### src/rtl/if_id_stage.sv
// ============================================================================
// Module   : if_id_stage
// Brief    : IF/ID pipeline register with load-use hazard detection,
//            branch flush and saturating stall/flush event counters.
// Revision : 1.0 - initial release
// ============================================================================
`default_nettype none

module if_id_stage #(
  parameter logic [31:0] NOP_INSTR = 32'h0000_0000,
  parameter int          CNT_W     = 16
) (
  input  logic             clk,
  input  logic             rst_n,
  input  logic             PCSrc,
  input  logic [31:0]      pc_in,
  input  logic [31:0]      instr_in,
  input  logic             ex_MemRead,
  input  logic [4:0]       ex_rt,
  output logic [31:0]      pc_out,
  output logic [31:0]      instr_out,
  output logic [4:0]       rs,
  output logic [4:0]       rt,
  output logic [4:0]       rd,
  output logic             valid_out,
  output logic             pc_write,
  output logic             bubble,
  output logic [CNT_W-1:0] stall_cnt,
  output logic [CNT_W-1:0] flush_cnt
);

  localparam logic [CNT_W-1:0] CNT_ONE = {{(CNT_W-1){1'b0}}, 1'b1};
  localparam logic [CNT_W-1:0] CNT_MAX = {CNT_W{1'b1}};

  logic [31:0]      pc_q, pc_d;
  logic [31:0]      instr_q, instr_d;
  logic             valid_q, valid_d;
  logic [CNT_W-1:0] stall_q, stall_d;
  logic [CNT_W-1:0] flush_q, flush_d;
  logic             hazard;

  // rt is compared regardless of opcode: conservative, avoids decoding here.
  assign hazard = ex_MemRead & valid_q & (ex_rt != 5'd0) &
                  ((ex_rt == instr_q[25:21]) | (ex_rt == instr_q[20:16]));

  always_comb begin
    pc_d     = pc_q;
    instr_d  = instr_q;
    valid_d  = valid_q;
    stall_d  = stall_q;
    flush_d  = flush_q;
    pc_write = 1'b1;
    bubble   = 1'b0;
    if (PCSrc) begin
      // ID/EX zeroes its own controls on PCSrc, so no bubble is requested.
      pc_d    = pc_in;
      instr_d = NOP_INSTR;
      valid_d = 1'b0;
      if (flush_q != CNT_MAX) flush_d = flush_q + CNT_ONE;
    end else if (hazard) begin
      pc_write = 1'b0;
      bubble   = 1'b1;
      if (stall_q != CNT_MAX) stall_d = stall_q + CNT_ONE;
    end else begin
      pc_d    = pc_in;
      instr_d = instr_in;
      valid_d = 1'b1;
    end
  end

  always_ff @(posedge clk or negedge rst_n) begin
    if (!rst_n) begin
      pc_q    <= 32'h0;
      instr_q <= NOP_INSTR;
      valid_q <= 1'b0;
      stall_q <= '0;
      flush_q <= '0;
    end else begin
      pc_q    <= pc_d;
      instr_q <= instr_d;
      valid_q <= valid_d;
      stall_q <= stall_d;
      flush_q <= flush_d;
    end
  end

  assign pc_out    = pc_q;
  assign instr_out = instr_q;
  assign rs        = instr_q[25:21];
  assign rt        = instr_q[20:16];
  assign rd        = instr_q[15:11];
  assign valid_out = valid_q;
  assign stall_cnt = stall_q;
  assign flush_cnt = flush_q;

endmodule

`default_nettype wire

### config.mk
export PLATFORM = sky130hd
export DESIGN_NAME = if_id_stage
export DESIGN_NICKNAME = d
export VERILOG_FILES = /design/src/rtl/if_id_stage.sv
export SDC_FILE = /design/constraint.sdc
export NUM_CORES = 1
export LEC_CHECK = 0
export CORE_UTILIZATION = 47
export DETAILED_ROUTE_END_ITERATION = 8
export PLACE_DENSITY = 0.95
export SYNTH_ARGS = -nofsm -noshare
export SYNTH_HDL_FRONTEND = slang
export SYNTH_SLANG_ARGS = --single-unit
export TNS_END_PERCENT = 50
### constraint.sdc
create_clock -name clk -period 4.1 [get_ports clk]
set_input_delay 0.82 -clock clk [delete_from_list [all_inputs] [get_ports clk]]
set_output_delay 0.82 -clock clk [all_outputs]
set_load 0.03 [all_outputs]
==> flow_summary.toml, run 1 <==
[drt]
ant_nets = 0
drtIter0Drc = 110
wl_per_cell_um = 17.0
drt-vias-per-instance = 5.13
drc = 0
wirelength_um = 11300
num_vias = 3394
dr.pass1.iters = 4

[cells_and_area]
layout-drive-gt1-share_pct = 18.2
n_antenna_cell = 0
final-instance-count-excl-fill = 662
final_nets = 603
areaGrowthSynthToFinish_pct = 43.3
register_area_sq_um = 2430
fillCellCount = 683
multi_input_area_sq_um = 1960

[worst_setup_path]
ff2ff_path_depth = 7
cp.arrival_ns = 2.79
critPathTopFamily = "buffers and inverters"
crit_cells = 6
worstPathCellList = "clkdlybuf4s50_1, or4_4, o21a_4, nand2_4, inv_1, clkdlybuf4s50_1"
crit_required_ns = 3.28
worstSetupPathType = "in -> out"
cp_slowest_cell = "clkdlybuf4s50_1"
startpoint_type = "primary input"
path_max_fanout = 6
critPathMostFrequentCell = "clkdlybuf4s50_1"
end_kind = "output pin"
path_buf_inv = 3
critical_path.max_stage_delay_ns = 0.59

[sta]
setup_viol = 0
tightestPinTransition_ns = 1.16
period_needed_ns = 3.61
hold_ws_ns = 0.495
drv_slew = 0
fmax_ghz = 0.277
fin_skew_ns = 0.0158
hold_violations = 0
max_slew_margin_pct = 22.9
rsz0062_at_grt = "no"
finalCritPeriodShare_pct = 88.2
fin_tns_setup_ns = 0

[logic_synthesis]
ys_ff_latch = 97
synth_warnings = 0
ys_async_sr_fraction_pct = 100
syn-num-nets = 428
ys.flop_type = "dfrtp_1"
yosysMostFrequentCell = "dfrtp_1"
avgSynthCellArea_sq_um = 13.2
synth_top_area_share_pct = 52.2
yosysSeqAreaShare_pct = 52.2
ys_types = 38
netlist_instances = 353
synthTopCellsByCount = "dfrtp_1 (97), mux2_4 (40), nor2b_1 (34), xnor2_1 (34), mux2_2 (27)"
synth_edf_count = 0
syn-cell-area_sq_um = 4650
synth_area_leaders = "dfrtp_1 (52%), mux2_4 (13%), mux2_2 (6.5%)"
yosys.area.top_type = "dfrtp_1"

[power]
ir_drop_v = 0.000341
cellLeakagePower_nw = 2.90
powerDensity_nw_per_um2 = 357

[worst_hold_path]
hold_path_class = "reg -> reg"
hold-path-cell-count = 1

[cts]
cts_buffers = 9
h-tree-depth = 3
hold_buffers = 0
cts_tree = "yes"
postCtsSetupBuffers = 0
clk_pin_slew_ns = 0.09
ctsResizeCount = 0
clockRootBuffer = "clkbuf_8"
clockBufferDepth = 2
clkLatencyLatePin_ns = 0.35
cts.sinks = 97

[placed_design]
place_congestion = 0.847
io_buffers = 186
dp_hpwl_um = 8460
placed_cells = 646

[floorplanning]
io-pin-count = 187
coreArea_sq_um = 9420
num_rows = 35
die_w_um = 102
die-height_um = 102
die_area_sq_um = 10300
start_util_pct = 49.4

[run]
drv_cap = 0

[grt]
antenna_found_initial = 0
grt_pass1_wl_um = 17900
gr-total-overflow = 0
grt_max_degree = 93
track_usage_pct = 22.5
grt_pass1_vias = 3693

[run_status]
outcome = "complete, no violations"
[sequential cells by signal, summed over array words and instances (netlist names)]
signal     count
flush_cnt     16
valid_out      1
stall_cnt     16
pc_out        32
instr_out     32
[cells in the final DEF (no fill, tap or decap), types with 5 or more instances in the layout]
master	instances
mux2_2	27
nand3_1	17
inv_6	5
nor2b_1	34
clkdlybuf4s50_1	184
nor3_1	7
nand4_1	12
xnor2_1	34
clkbuf_8	9
nand2_1	13
dfrtp_1	97
nor2_1	8
mux2_4	40
buf_4	7
[final timing paths]
path                               start            end  slack, ns
min                         stall_cnt[9]   stall_cnt[9]       0.50
max                             ex_rt[1]         bubble       0.49
max in group asynchronous          rst_n   instr_out[3]       2.63
min in group asynchronous          rst_n  stall_cnt[11]       0.65
max reg2reg                instr_out[20]     pc_out[29]       1.67
min reg2reg                 stall_cnt[9]   stall_cnt[9]       0.50
[cell type report]
class / count / share of cell area (%)
Multi-Input combinational cell: 225 / 29.5
Timing Repair Buffer: 191 / 28.4
Tap cell: 129 / 2.42
Sequential cell: 97 / 36.4
Clock buffer: 9 / 1.86
Clock inverter: 7 / 1.24
Inverter: 4 / 0.225
[stage by stage]
stage	total power, mW	cell area (sq um)	utilization [%]	worst slack [ns]
CTS	2.40	6670	70.8	0.478
finish	2.38	6670	70.8	0.485
floorplan	1.45	4650	-	1.24
global placement	1.72	6460	68.6	0.429
global route	2.49	6670	70.8	0.424
detailed placement	1.75	6460	68.6	0.373
[cell families (layout without fill, tap and decap cells)]
logic type | Yosys count | after routing | share of synthesized area [%]
flops | 97 | 97 | 52.2
xor+xnor | 35 | 35 | 6.59
buf+inv | 31 | 211 | 5.64
simple gates | 109 | 109 | 13.5
mux | 68 | 68 | 19.7
compound gates | 11 | 11 | 1.85
fa+ha+maj | 2 | 2 | 0.538
[where the power goes]
part	leakage (nW)	switching, mW	internal, mW	total [mW]
Combinational	1.57	0.312	0.301	0.613
Sequential	1.22	0.0837	1.03	1.12
Clock	0.106	0.360	0.295	0.655
[layer usage]
layer	GRT usage (%)	part of all wire, %	vias to the layer above
met2	43.2	56	119
met5	0	0	-
met1	25.0	38	1717
met4	7.47	1.7	0
met3	3.59	4.4	18
li1	-	-	1540
(Power assumes the default switching activity.)
==> inputs of run 2 (changes only) <==
- CTS_CLUSTER_DIAMETER: default -> 100
- SKIP_LAST_GASP: default -> 1
==> results of run 2 <==
No change in the layout: final DEF, timing and power equal those of run 1.
==> inputs of run 3 (changes only) <==
- CELL_PAD_IN_SITES_DETAIL_PLACEMENT: default -> 2
- CELL_PAD_IN_SITES_GLOBAL_PLACEMENT: default -> 2
- CORE_UTILIZATION: 47 -> 30
- RECOVER_POWER: default -> 25
==> run 3 against run 2 <==
The flow now finishes with violations (capacitance limit, slew limit). Critical path depth shrank 1. Sequential power about the same. Utilization down 26 points. Worst hold slack gained 0.0086 ns. Clock skew is 0.0076 ns lower. Clock-buffer cell count rose by 4. Maximum frequency decreased by 4.1%. Global-route usage down 3.9 points. Sequential cell count stayed put. Highest routed layer unchanged.
==> flow_summary.toml, run 3 (synthesized netlist as in run 1, its figures left out) <==
[run_status]
outcome = "finished, violations left"
violations = "capacitance limit, slew limit"

[worst_setup_path]
worstPathCellList = "clkdlybuf4s50_1, or4_4, o21a_4, nand2_4, clkdlybuf4s50_1"
critPathTopFamily = "buffers and inverters"
cp_slowest_cell = "clkdlybuf4s50_1"
crit_required_ns = 3.28
path_max_fanout = 6
worstSetupPathType = "in -> out"
critPathMostFrequentCell = "clkdlybuf4s50_1"
path_buf_inv = 2
critical_path.max_stage_delay_ns = 0.67
startpoint_type = "primary input"
end_kind = "output pin"
cp.arrival_ns = 2.95

[cts]
clockRootBuffer = "clkbuf_16"
hold_buffers = 0
clockBufferDepth = 2
clkLatencyLatePin_ns = 0.35
h-tree-depth = 3
clk_pin_slew_ns = 0.06
cts_buffers = 9
ctsResizeCount = 0
cts_tree = "yes"
postCtsSetupBuffers = 0
cts.sinks = 97

[drt]
drc = 0
num_vias = 3437
wirelength_um = 14300
ant_nets = 0
wl_per_cell_um = 19.9
drt-vias-per-instance = 4.78
drtIter0Drc = 89
dr.pass1.iters = 4

[cells_and_area]
final_cell_mix = "clkdlybuf4s50_1 (183), dfrtp_1 (97), mux2_4 (40)"
final_nets = 602
n_antenna_cell = 0
final_common_cell = "clkdlybuf4s50_1"
areaGrowthSynthToFinish_pct = 46.0
layout-drive-gt1-share_pct = 17.5

[grt]
antenna_found_initial = 0
gr-total-overflow = 0
grt_max_degree = 72
grt_pass1_vias = 3988
track_usage_pct = 18.6
grt_pass1_wl_um = 22600

[floorplanning]
start_util_pct = 30.7
io-pin-count = 187
die_w_um = 127
num_rows = 45
die-height_um = 127
die_area_sq_um = 16000
coreArea_sq_um = 15100

[placed_design]
dp_hpwl_um = 10700
place_congestion = 0.767
io_buffers = 186

[power]
powerDensity_nw_per_um2 = 376
cellLeakagePower_nw = 2.92
total_power_mw = 2.56
ir_drop_v = 0.000184

[sta]
finalCritPeriodShare_pct = 92.0
setup_viol = 0
rsz0062_at_grt = "no"
fmax_ghz = 0.265
fin_skew_ns = 0.00816
drv_slew = 114
max_slew_margin_pct = -34.3
period_needed_ns = 3.77
fin_tns_setup_ns = 0
hold_violations = 0
tightestPinTransition_ns = 2.01

[worst_hold_path]
hold_path_class = "reg -> reg"

[run]
drv_cap = 2
[run 3: final timing paths]
check                              start            end  slack, ns  cells past startpoint
max                             ex_rt[1]       pc_write       0.33                      5
min                           pc_out[29]     pc_out[29]       0.50                      1
max reg2reg                instr_out[16]      pc_out[5]       1.71                      6
min reg2reg                   pc_out[29]     pc_out[29]       0.50                      1
max in group asynchronous          rst_n     pc_out[30]       0.97                      2
min in group asynchronous          rst_n  instr_out[18]       0.97                      1
[run 3: layer usage]
layer,global-route usage [%],vias to the layer above,routed length [um]
met5,0,-,0
met4,7.02,0,248
met3,4.18,15,648
met2,35.3,107,7860
met1,19.9,1766,5520
li1,-,1549,-
[run 3: cell type report]
cell class                 instances  area, sq um
fill                            1526         8350
multi-input combinational        225         1960
timing repair buffer             190         1870
tap                              188          235
inverter                           4         15.0
clock inverter                     2         12.5
sequential                        97         2430
clock buffer                      13          270
[run 3: through the flow]
stage                     worst slack (ns)  instances  instance area, sq um  utilization (%)  hold slack (ns)
after CTS                            0.327        719                  6810             44.9            0.511
final                                0.329        719                  6800             44.9            0.504
after global routing                 0.310        719                  6800             44.9            0.537
after detailed placement             0.339        704                  6520             43.1            0.498
after floorplan                       1.24        353                  4650                -            0.524
after global placement               0.391        704                  6520             43.1            0.489
[run 3: report_power, final]
group          total (mW)  internal (mW)  switching (mW)
registers            1.12           1.03          0.0827
logic               0.620          0.299           0.320
clock network       0.821          0.458           0.363
